File: config.mk
export PLATFORM = sky130hd
export DESIGN_NAME = video_scroll_unit
export DESIGN_NICKNAME = d
export VERILOG_FILES = /design/src/rtl/video_scroll_unit.sv
export SDC_FILE = /design/constraint.sdc
export NUM_CORES = 1
export LEC_CHECK = 0
export CAP_MARGIN = 20
export CORE_AREA = 3 3 91 93
export DETAILED_ROUTE_END_ITERATION = 10
export DIE_AREA = 0 0 94 96
export PLACE_DENSITY_LB_ADDON = 0.1
export RECOVER_POWER = 100
export SLEW_MARGIN = 20
export SYNTH_ARGS = -nofsm -noshare
export SYNTH_HDL_FRONTEND = slang
export SYNTH_SLANG_ARGS = --single-unit
File: constraint.sdc
create_clock -name I_clock -period 3.65 [get_ports I_clock]
set_input_delay 0.73 -clock I_clock [delete_from_list [all_inputs] [get_ports I_clock]]
set_output_delay 0.73 -clock I_clock [all_outputs]
set_load 0.03 [all_outputs]
File: src/rtl/video_scroll_unit.sv
// PPU scroll/address unit: loopy v/t registers, fine X, shared write latch and a
// req/ack PPUDATA port toward the video bus arbiter with CPU-side nametable mirroring.
module video_scroll_unit #(
  parameter int P_fine_width    = 3,
  parameter int P_rows          = 30,
  parameter bit P_mirror_enable = 1'b1
) (
  input  logic                      I_clock,
  input  logic                      I_reset,
  input  logic [7:0]                I_wren,
  input  logic [7:0]                I_rden,
  input  logic [7:0]                I_data,
  output logic [7:0]                O_data,
  input  logic [7:0]                I_ppuctrl,
  input  logic [1:0]                I_mirror,
  input  logic                      I_render,
  input  logic                      I_incr_hori,
  input  logic                      I_incr_vert,
  input  logic                      I_hori_copy,
  input  logic                      I_vert_copy,
  output logic                      O_vid_req,
  input  logic                      I_vid_ack,
  output logic [13:0]               O_vid_addr,
  output logic                      O_vid_wren,
  output logic [7:0]                O_vid_data,
  input  logic [7:0]                I_vid_data,
  output logic [12+P_fine_width-1:0] O_v_addr,
  output logic [P_fine_width-1:0]   O_fine_x,
  output logic                      O_overrun
);

  localparam int VW       = 12 + P_fine_width;
  localparam int REG_CTRL = 0;
  localparam int REG_STAT = 2;
  localparam int REG_SCRL = 5;
  localparam int REG_ADDR = 6;
  localparam int REG_DATA = 7;

  localparam logic [4:0]              ROW_LAST = 5'(P_rows - 1);
  localparam logic [P_fine_width-1:0] FINE_ONE = P_fine_width'(1);

  typedef enum logic {S_IDLE, S_REQ} state_t;

  state_t                  state_q, state_d;
  logic [VW-1:0]           v_q, v_d, t_q, t_d, v_inc, v_adv;
  logic [P_fine_width-1:0] fine_x_d;
  logic                    w_q, w_d;

  // Register decode; ctrl beats addr beats scrl if several strobes collide.
  logic wr_ctrl, wr_addr, wr_scrl, rd_stat, data_stb, accept, ack_done;

  assign wr_ctrl  = I_wren[REG_CTRL];
  assign wr_addr  = I_wren[REG_ADDR] & ~wr_ctrl;
  assign wr_scrl  = I_wren[REG_SCRL] & ~wr_ctrl & ~I_wren[REG_ADDR];
  assign rd_stat  = I_rden[REG_STAT];
  assign data_stb = I_wren[REG_DATA] | I_rden[REG_DATA];
  assign accept   = (state_q == S_IDLE) & data_stb;
  assign ack_done = (state_q == S_REQ) & I_vid_ack;

  logic unused_inputs;
  assign unused_inputs = ^{I_wren[4:1], I_rden[6:3], I_rden[1:0],
                           I_ppuctrl[7:3], I_ppuctrl[1:0]};

  function automatic logic [VW-1:0] incr_x(input logic [VW-1:0] v);
    logic [VW-1:0] r;
    r = v;
    if (v[4:0] == 5'd31) begin
      r[4:0] = 5'd0;
      r[10]  = ~v[10];
    end else begin
      r[4:0] = v[4:0] + 5'd1;
    end
    return r;
  endfunction

  function automatic logic [VW-1:0] incr_y(input logic [VW-1:0] v);
    logic [VW-1:0] r;
    r = v;
    if (v[VW-1:12] != '1) begin
      r[VW-1:12] = v[VW-1:12] + FINE_ONE;
    end else begin
      r[VW-1:12] = '0;
      if (v[9:5] == ROW_LAST) begin
        r[9:5] = 5'd0;
        r[11]  = ~v[11];
      end else if (v[9:5] == 5'd31) begin
        r[9:5] = 5'd0;
      end else begin
        r[9:5] = v[9:5] + 5'd1;
      end
    end
    return r;
  endfunction

  // Nametable folding for CPU accesses in the 0x2000-0x2FFF window.
  function automatic logic [13:0] mirror(input logic [13:0] a, input logic [1:0] mode);
    logic [13:0] r;
    r = a;
    if (P_mirror_enable && (a[13:12] == 2'b10)) begin
      case (mode)
        2'd0:    r[11] = 1'b0;
        2'd1:    begin r[10] = a[11]; r[11] = 1'b0; end
        2'd2:    r[11:10] = 2'b00;
        default: r[11:10] = 2'b01;
      endcase
    end
    return r;
  endfunction

  // During rendering the PPUDATA advance becomes a coarse-X plus Y increment.
  assign v_inc = I_ppuctrl[2] ? VW'(32) : VW'(1);
  assign v_adv = I_render ? incr_y(incr_x(v_q)) : (v_q + v_inc);

  // NOTE: every signal written in an always_comb gets a default first, so no latch is inferred.
  always_comb begin
    state_d = state_q;
    case (state_q)
      S_IDLE:  if (data_stb)  state_d = S_REQ;
      S_REQ:   if (I_vid_ack) state_d = S_IDLE;
      default: state_d = S_IDLE;
    endcase
  end

  always_comb begin
    t_d      = t_q;
    fine_x_d = O_fine_x;
    if (wr_ctrl) begin
      t_d[11:10] = I_data[1:0];
    end else if (wr_addr) begin
      if (!w_q) begin
        t_d[13:8]    = I_data[5:0];
        t_d[VW-1:14] = '0;
      end else begin
        t_d[7:0] = I_data;
      end
    end else if (wr_scrl) begin
      if (!w_q) begin
        t_d[4:0] = I_data[7:3];
        fine_x_d = P_fine_width'(I_data[2:0]);
      end else begin
        t_d[9:5]     = I_data[7:3];
        t_d[VW-1:12] = P_fine_width'(I_data[2:0]);
      end
    end
  end

  always_comb begin
    v_d = v_q;
    if (wr_addr && w_q) begin
      v_d = {t_q[VW-1:8], I_data};
    end else if (ack_done) begin
      v_d = v_adv;
    end else if (I_render) begin
      if (I_incr_hori) begin
        v_d = incr_x(v_q);
      end else if (I_incr_vert) begin
        v_d = incr_y(v_q);
      end else if (I_hori_copy) begin
        v_d[10]  = t_q[10];
        v_d[4:0] = t_q[4:0];
      end else if (I_vert_copy) begin
        v_d[11]      = t_q[11];
        v_d[9:5]     = t_q[9:5];
        v_d[VW-1:12] = t_q[VW-1:12];
      end
    end
  end

  always_comb begin
    w_d = w_q;
    if (rd_stat)                w_d = 1'b0;
    else if (wr_addr | wr_scrl) w_d = ~w_q;
  end

  // NOTE: sequential state is updated with non-blocking assignments only.
  always_ff @(posedge I_clock or negedge I_reset) begin
    if (!I_reset) begin
      state_q    <= S_IDLE;
      v_q        <= '0;
      t_q        <= '0;
      O_fine_x   <= '0;
      w_q        <= 1'b0;
      O_overrun  <= 1'b0;
      O_data     <= 8'h00;
      O_vid_wren <= 1'b0;
      O_vid_data <= 8'h00;
      O_vid_addr <= 14'h0000;
    end else begin
      state_q  <= state_d;
      v_q      <= v_d;
      t_q      <= t_d;
      O_fine_x <= fine_x_d;
      w_q      <= w_d;
      if (rd_stat)
        O_overrun <= 1'b0;
      else if ((state_q == S_REQ) && data_stb)
        O_overrun <= 1'b1;
      if (accept) begin
        O_vid_wren <= I_wren[REG_DATA];
        O_vid_data <= I_data;
        O_vid_addr <= mirror(v_q[13:0], I_mirror);
      end
      if (ack_done && !O_vid_wren)
        O_data <= I_vid_data;
    end
  end

  assign O_vid_req = (state_q == S_REQ);
  assign O_v_addr  = v_q;

endmodule

After elaboration in Yosys (flattened, before gate mapping)

Index checks and enable logic that the tools add are counted.

Add/subtract/negate cells: 4
$mul: 0
Divide/modulo/power cells: 0
Magnitude comparators: 0
Eq/ne operators: 15
Shift operators: 0
Mux-type cells: 41
Bitwise logic cells: 14
Reduce and logical (&&, ||, !) cells: 20

Operators by type and width:

| operator            | count |
|---|---|
| $mux 15             | 6 |
| $mux 5              | 9 |
| $mux 10             | 2 |
| $reduce_and 4->1    | 5 |
| $add 15x6->15       | 1 |
| $eq 5x5->1 const B  | 3 |
| $mux 3              | 4 |
| $add 5x1->5 const B | 2 |
| $mux 1              | 10 |
| $reduce_bool 2->1   | 5 |
| $mux 4              | 2 |
| $mux 8              | 1 |
| $ne 2x2->1 const B  | 4 |
| $ne 4x2->1 const B  | 2 |
| $reduce_bool 4->1   | 2 |
| $mux 7              | 1 |
| $not 1->1           | 7 |
| $mux 2              | 3 |
| $mux 6              | 1 |
| $and 1x1->1         | 5 |
| $eq 2x2->1 const B  | 2 |
| $add 3x1->3 const B | 1 |
| $logic_and 1x1->1   | 3 |
| $ne 3x1->1 const B  | 1 |
| other kinds (11)    | 12 |

Register bits after elaboration: 67
Bits in latches: 0
Bits in writable memories: 0
ROM bits: 0
Output and inout bits: 51
Logic and storage cells: 108
Memories kept: 0

Depth between registers and ports, before layout

Word-level depth: 9
Depth in mapped cells: 10
Depth with buffers taken out: 8

Worst setup path after synthesis

Ideal clock, no wire load.

Path type: input-to-reg
Start: in I_wren[6]
End: reg v_q[9], in the netlist O_v_addr[9]
Data arrival time: 2.336 ns
Required time: 3.573 ns
Setup slack: 1.236 ns
Cell stages on the path: 10
Path buffers: 4
Path through: nor2b_1 -> clkbuf_1 -> ha_1 -> buf_2 -> buf_2 -> buf_1 -> nor2_1 -> nand3_1 -> o21ai_0 -> a21oi_1

Cells in the longest elaborated chain, start to end: 4

Ends and longest elaborated chain:

| what                                                | line | text |
|---|---|---|
| start: declaration                                  | 10   | `input logic [7:0] I_wren,` |
| $and 1x1->1 (*)                                     | 53   | `assign wr_addr = I_wren[REG_ADDR] & ~wr_ctrl;` |
| $logic_and 1x1->1 (*)                               | 149  | `if (wr_addr && w_q) begin` |
| $ne 4x2->1 (no source line) (tied with other cells) | -    |  |
| $reduce_and 4->1 (no source line)                   | -    |  |
| end signal: assignment                              | 190  | `v_q <= v_d;` |
| end: declaration                                    | 45   | `logic [VW-1:0] v_q, v_d, t_q, t_d, v_inc, v_adv;` |

Mark *: on every way between the ends. The rest lies on a longest branch, timed or not.
A chain may end at the register's enable or synchronous reset.

Final worst setup path

Start: in I_wren[0]
End: reg v_q[10], in the netlist O_v_addr[10]

Cells in the longest elaborated chain, start to end: 5

Ends and longest elaborated chain:

| what                                                | line |
|---|---|
| $not 1->1 (no source line) (*)                      | - |
| $and 1x1->1 (*)                                     | 53 |
| $logic_and 1x1->1 (*)                               | 149 |
| $ne 4x2->1 (no source line) (tied with other cells) | - |
| $reduce_and 3->1 (no source line)                   | - |

Marked as above.

==> results.md <==
- 1st-iter DRT viols: 248
- Leakage Power: 2.10 nW
- Largest family of logic cells by synthesized area: compound AO/OA/AOI/OAI gates
- Vias in the first global route: 3492
- Yosys top cell area share: 41.8%
- Dominant cell type by area after synthesis: dfrtp_1
- Syn Inst Count: 424
- Crit start category: input pin
- Clk slew on worst S/H paths: 0.08 ns
- Die area: 0.00902 mm²
- Setup total negative slack: 0 ns
- Max H-tree Level: 3
- Worst hold path type: reg2reg
- Pre-Repair DR Iteration Count: 5
- Final RePlAce weighted congestion: 0.922
- Internal: 1.95 mW
- Final Max Tran Viols: 41
- Post-Synth Adder-Cell Area: 4.37%
- P_sw: 1.43 mW
- Row cnt: 32
- Cts bufs inserted: 9
- Compound-Gate Fraction of Synth Area: 20.9%
- Final setup vio count: 0
- Critical Path Sink Type: register
- Clock Skew: 0.00805 ns
- Status: finished, violations left
- CTS tree: yes
- First-pass GRT wire length: 18100 µm
- Setup ws final: 0.630 ns
- Hold depth: 2
- Cell with the most instances after synthesis: dfrtp_1
- Core footprint: 0.00761 mm²
- Most common flop cell mapped by yosys: dfrtp_1
- Clock latency on the worst-skew pair: 0.35 ns
- Via Count: 3618
- Async SR Flop Fraction: 100%
- Remaining Overflow, GRT: 0
- Violated checks: capacitance limit, slew limit
- Synthesis Warnings: 0
- Area Overhead vs Synth: 27.0%
- Maximum vdd drop: 403 µV
- Sequential Power Share: 35.9%
- FMAX: 331 MHz
- Final nets: 565
- Postcts setup bufs: 0
- FF-to-FF path depth: 7
- Post-synthesis cell type count: 68
- Total GRT Usage: 26.3%
- Die X: 94 µm
- Gate power share: 45.2%
- Synth Area in Simple Gates: 16.2%
- Largest net degree at the start of global routing: 41
- Synthesized flop and latch total: 67
- Routed vias/inst: 5.95
- Routed WL per cell: 18.4 µm
- Clock power frac: 18.9%
- Clk sinks: 67
- Mux contribution to synthesized area: 9.96%
- Root buffer selected by CTS: clkbuf_8
- Initial antenna violation count: 0
- Most frequent cells after synthesis: dfrtp_1, nand2_1, o21ai_0, a21oi_1, mux2_2
- Worst-path fanout max: 26
- Sw Share: 42.2%
- Fill count: 607
- Hpwl dp: 8120 µm
- Final hold violation count: 0
- I/O pin cnt: 101
- Avg Synthesized Cell Area: 9.45 µm²
- Starting Density: 52.7%
- Sequential area share after synthesis: 41.8%
- Routed WL: 11200 µm
- Area share of xor/xnor cells in the synthesized design: 2.40%
- Final antenna-violating net count: 0
- Hold_buf cts: 0
- Die H: 96 µm
- Rel. slew slack: -45.3%
- CP Data Required Time: 3.90 ns
- Post-CTS Resized: 0
- Crit Path Category: in2reg
- # DRC: 0
- Antenna Cells: 0
- Max cap viols: 1
- Final Cycle Share: 82.7%
- Cell Pwr Density: 664 mW/mm²
- RSZ-0062 raised after global routing: false
- Post-synth EDFFs: 0
- Worst endpoint data arrival time: 3.27 ns
- Syn nets: 488
- Fraction of layout instances using a drive strength above 1: 12.6%
- Port bufs: 83
- CTS max path bufs: 2
- Slew @ Worst Pin: 2.18 ns
- Pre-CTS setup slack: 0.582 ns
- Synthesized cell area: 0.00401 mm²
- Tmin final: 3.02 ns
- Synth top area cells: dfrtp_1, mux2_2, o21ai_0
==> metal layers <==
layer / wire (µm) / part of all wire [%] / track usage [%] / vias up
met3: 815 / 7.3 / 5.71 / 27
met2: 5370 / 48 / 42.6 / 152
met5: 0 / 0 / 0 / -
li1: - / - / - / 1708
met1: 4720 / 42 / 33.7 / 1731
met4: 284 / 2.5 / 12.2 / 0
==> power groups by stage <==
stage | logic [mW] | registers (mW) | clock network [mW]
after floorplan | 0.678 | 1.53 | 0
after global placement | 1.58 | 1.22 | 0
after detailed placement | 1.60 | 1.24 | 0
after CTS | 1.61 | 1.22 | 0.647
after global routing | 1.65 | 1.26 | 0.680
final | 1.53 | 1.21 | 0.639
==> critical path, cell delays in order <==
cell and delay (ns):
dlygate4sd3_1 0.67, nor2b_1 0.12, ha_1 0.22, buf_4 0.23, nor2_1 0.30, o21ai_0 0.50, o211a_1 0.29, a311oi_1 0.19
==> stage by stage <==
step / utilization (%) / total power, mW / area (µm²) / instances / hold WS [ns]
2_1_floorplan: - / 2.21 / 4010 / 424 / 0.434
3_3_place_gp: 64.4 / 2.81 / 4900 / 592 / 0.463
3_5_place_dp: 64.4 / 2.84 / 4900 / 592 / 0.471
4_1_cts: 67.1 / 3.48 / 5100 / 608 / 0.489
5_1_grt: 66.9 / 3.59 / 5090 / 608 / 0.500
6_report: 66.9 / 3.38 / 5090 / 608 / 0.477
==> final cells by class <==
type | count | area (µm²) | share of cell area (%)
Clock buffer | 11 | 141 | 2.78
Clock inverter | 5 | 62.6 | 1.23
Inverter | 12 | 45.0 | 0.885
Multi-Input combinational cell | 319 | 2150 | 42.3
Sequential cell | 67 | 1680 | 32.9
Tap cell | 102 | 128 | 2.51
Timing Repair Buffer | 92 | 882 | 17.3
==> placed cells by master (no fill, tap or decap), types with 4 or more instances in the layout <==
master,instances
mux2i_1,5
a21oi_1,33
xnor2_1,9
a31oi_1,10
mux2_2,29
o21a_1,4
dlygate4sd3_1,56
o21ai_0,37
nand2_1,44
nand2b_1,8
o22ai_1,5
and2_1,6
nand3_1,10
buf_4,6
dfrtp_1,67
ha_1,14
clkdlybuf4s50_1,26
clkbuf_8,10
nor3_1,9
inv_1,10
clkbuf_1,4
nor2b_1,4
nor2_1,24
==> flip-flops by register name, summed over array words and instances, names as in the netlist <==
name	flops
O_vid_req	1
O_data	8
O_vid_wren	1
O_vid_addr	14
t_q	15
O_fine_x	3
O_overrun	1
O_vid_data	8
w_q	1
O_v_addr	15
==> cell families (layout without fill, tap and decap cells) <==
family / after synthesis / count (layout)
AOI/OAI and AO/OA: 127 / 127
xor gates and xnor gates: 11 / 11
adders and majority gates: 14 / 14
buffers and inverters: 38 / 120
DFF: 67 / 67
muxes: 36 / 36
and+or+nand+nor: 131 / 131
==> final timing paths <==
check	startpoint	slack [ns]	endpoint
max in group asynchronous	I_reset	0.98	t_q[11]$_DFFE_PN0P_
min in group asynchronous	I_reset	1.02	O_vid_addr[5]$_DFFE_PN0P_
worst max-delay path	I_wren[0]	0.63	O_v_addr[10]$_DFFE_PN0P_
worst max register to register	O_v_addr[0]$_DFFE_PN0P_	1.23	O_v_addr[12]$_DFFE_PN0P_
worst min register to register	O_vid_addr[11]$_DFFE_PN0P_	0.48	O_vid_addr[11]$_DFFE_PN0P_
worst min-delay path	O_vid_addr[11]$_DFFE_PN0P_	0.48	O_vid_addr[11]$_DFFE_PN0P_
(Power assumes the default switching activity.)
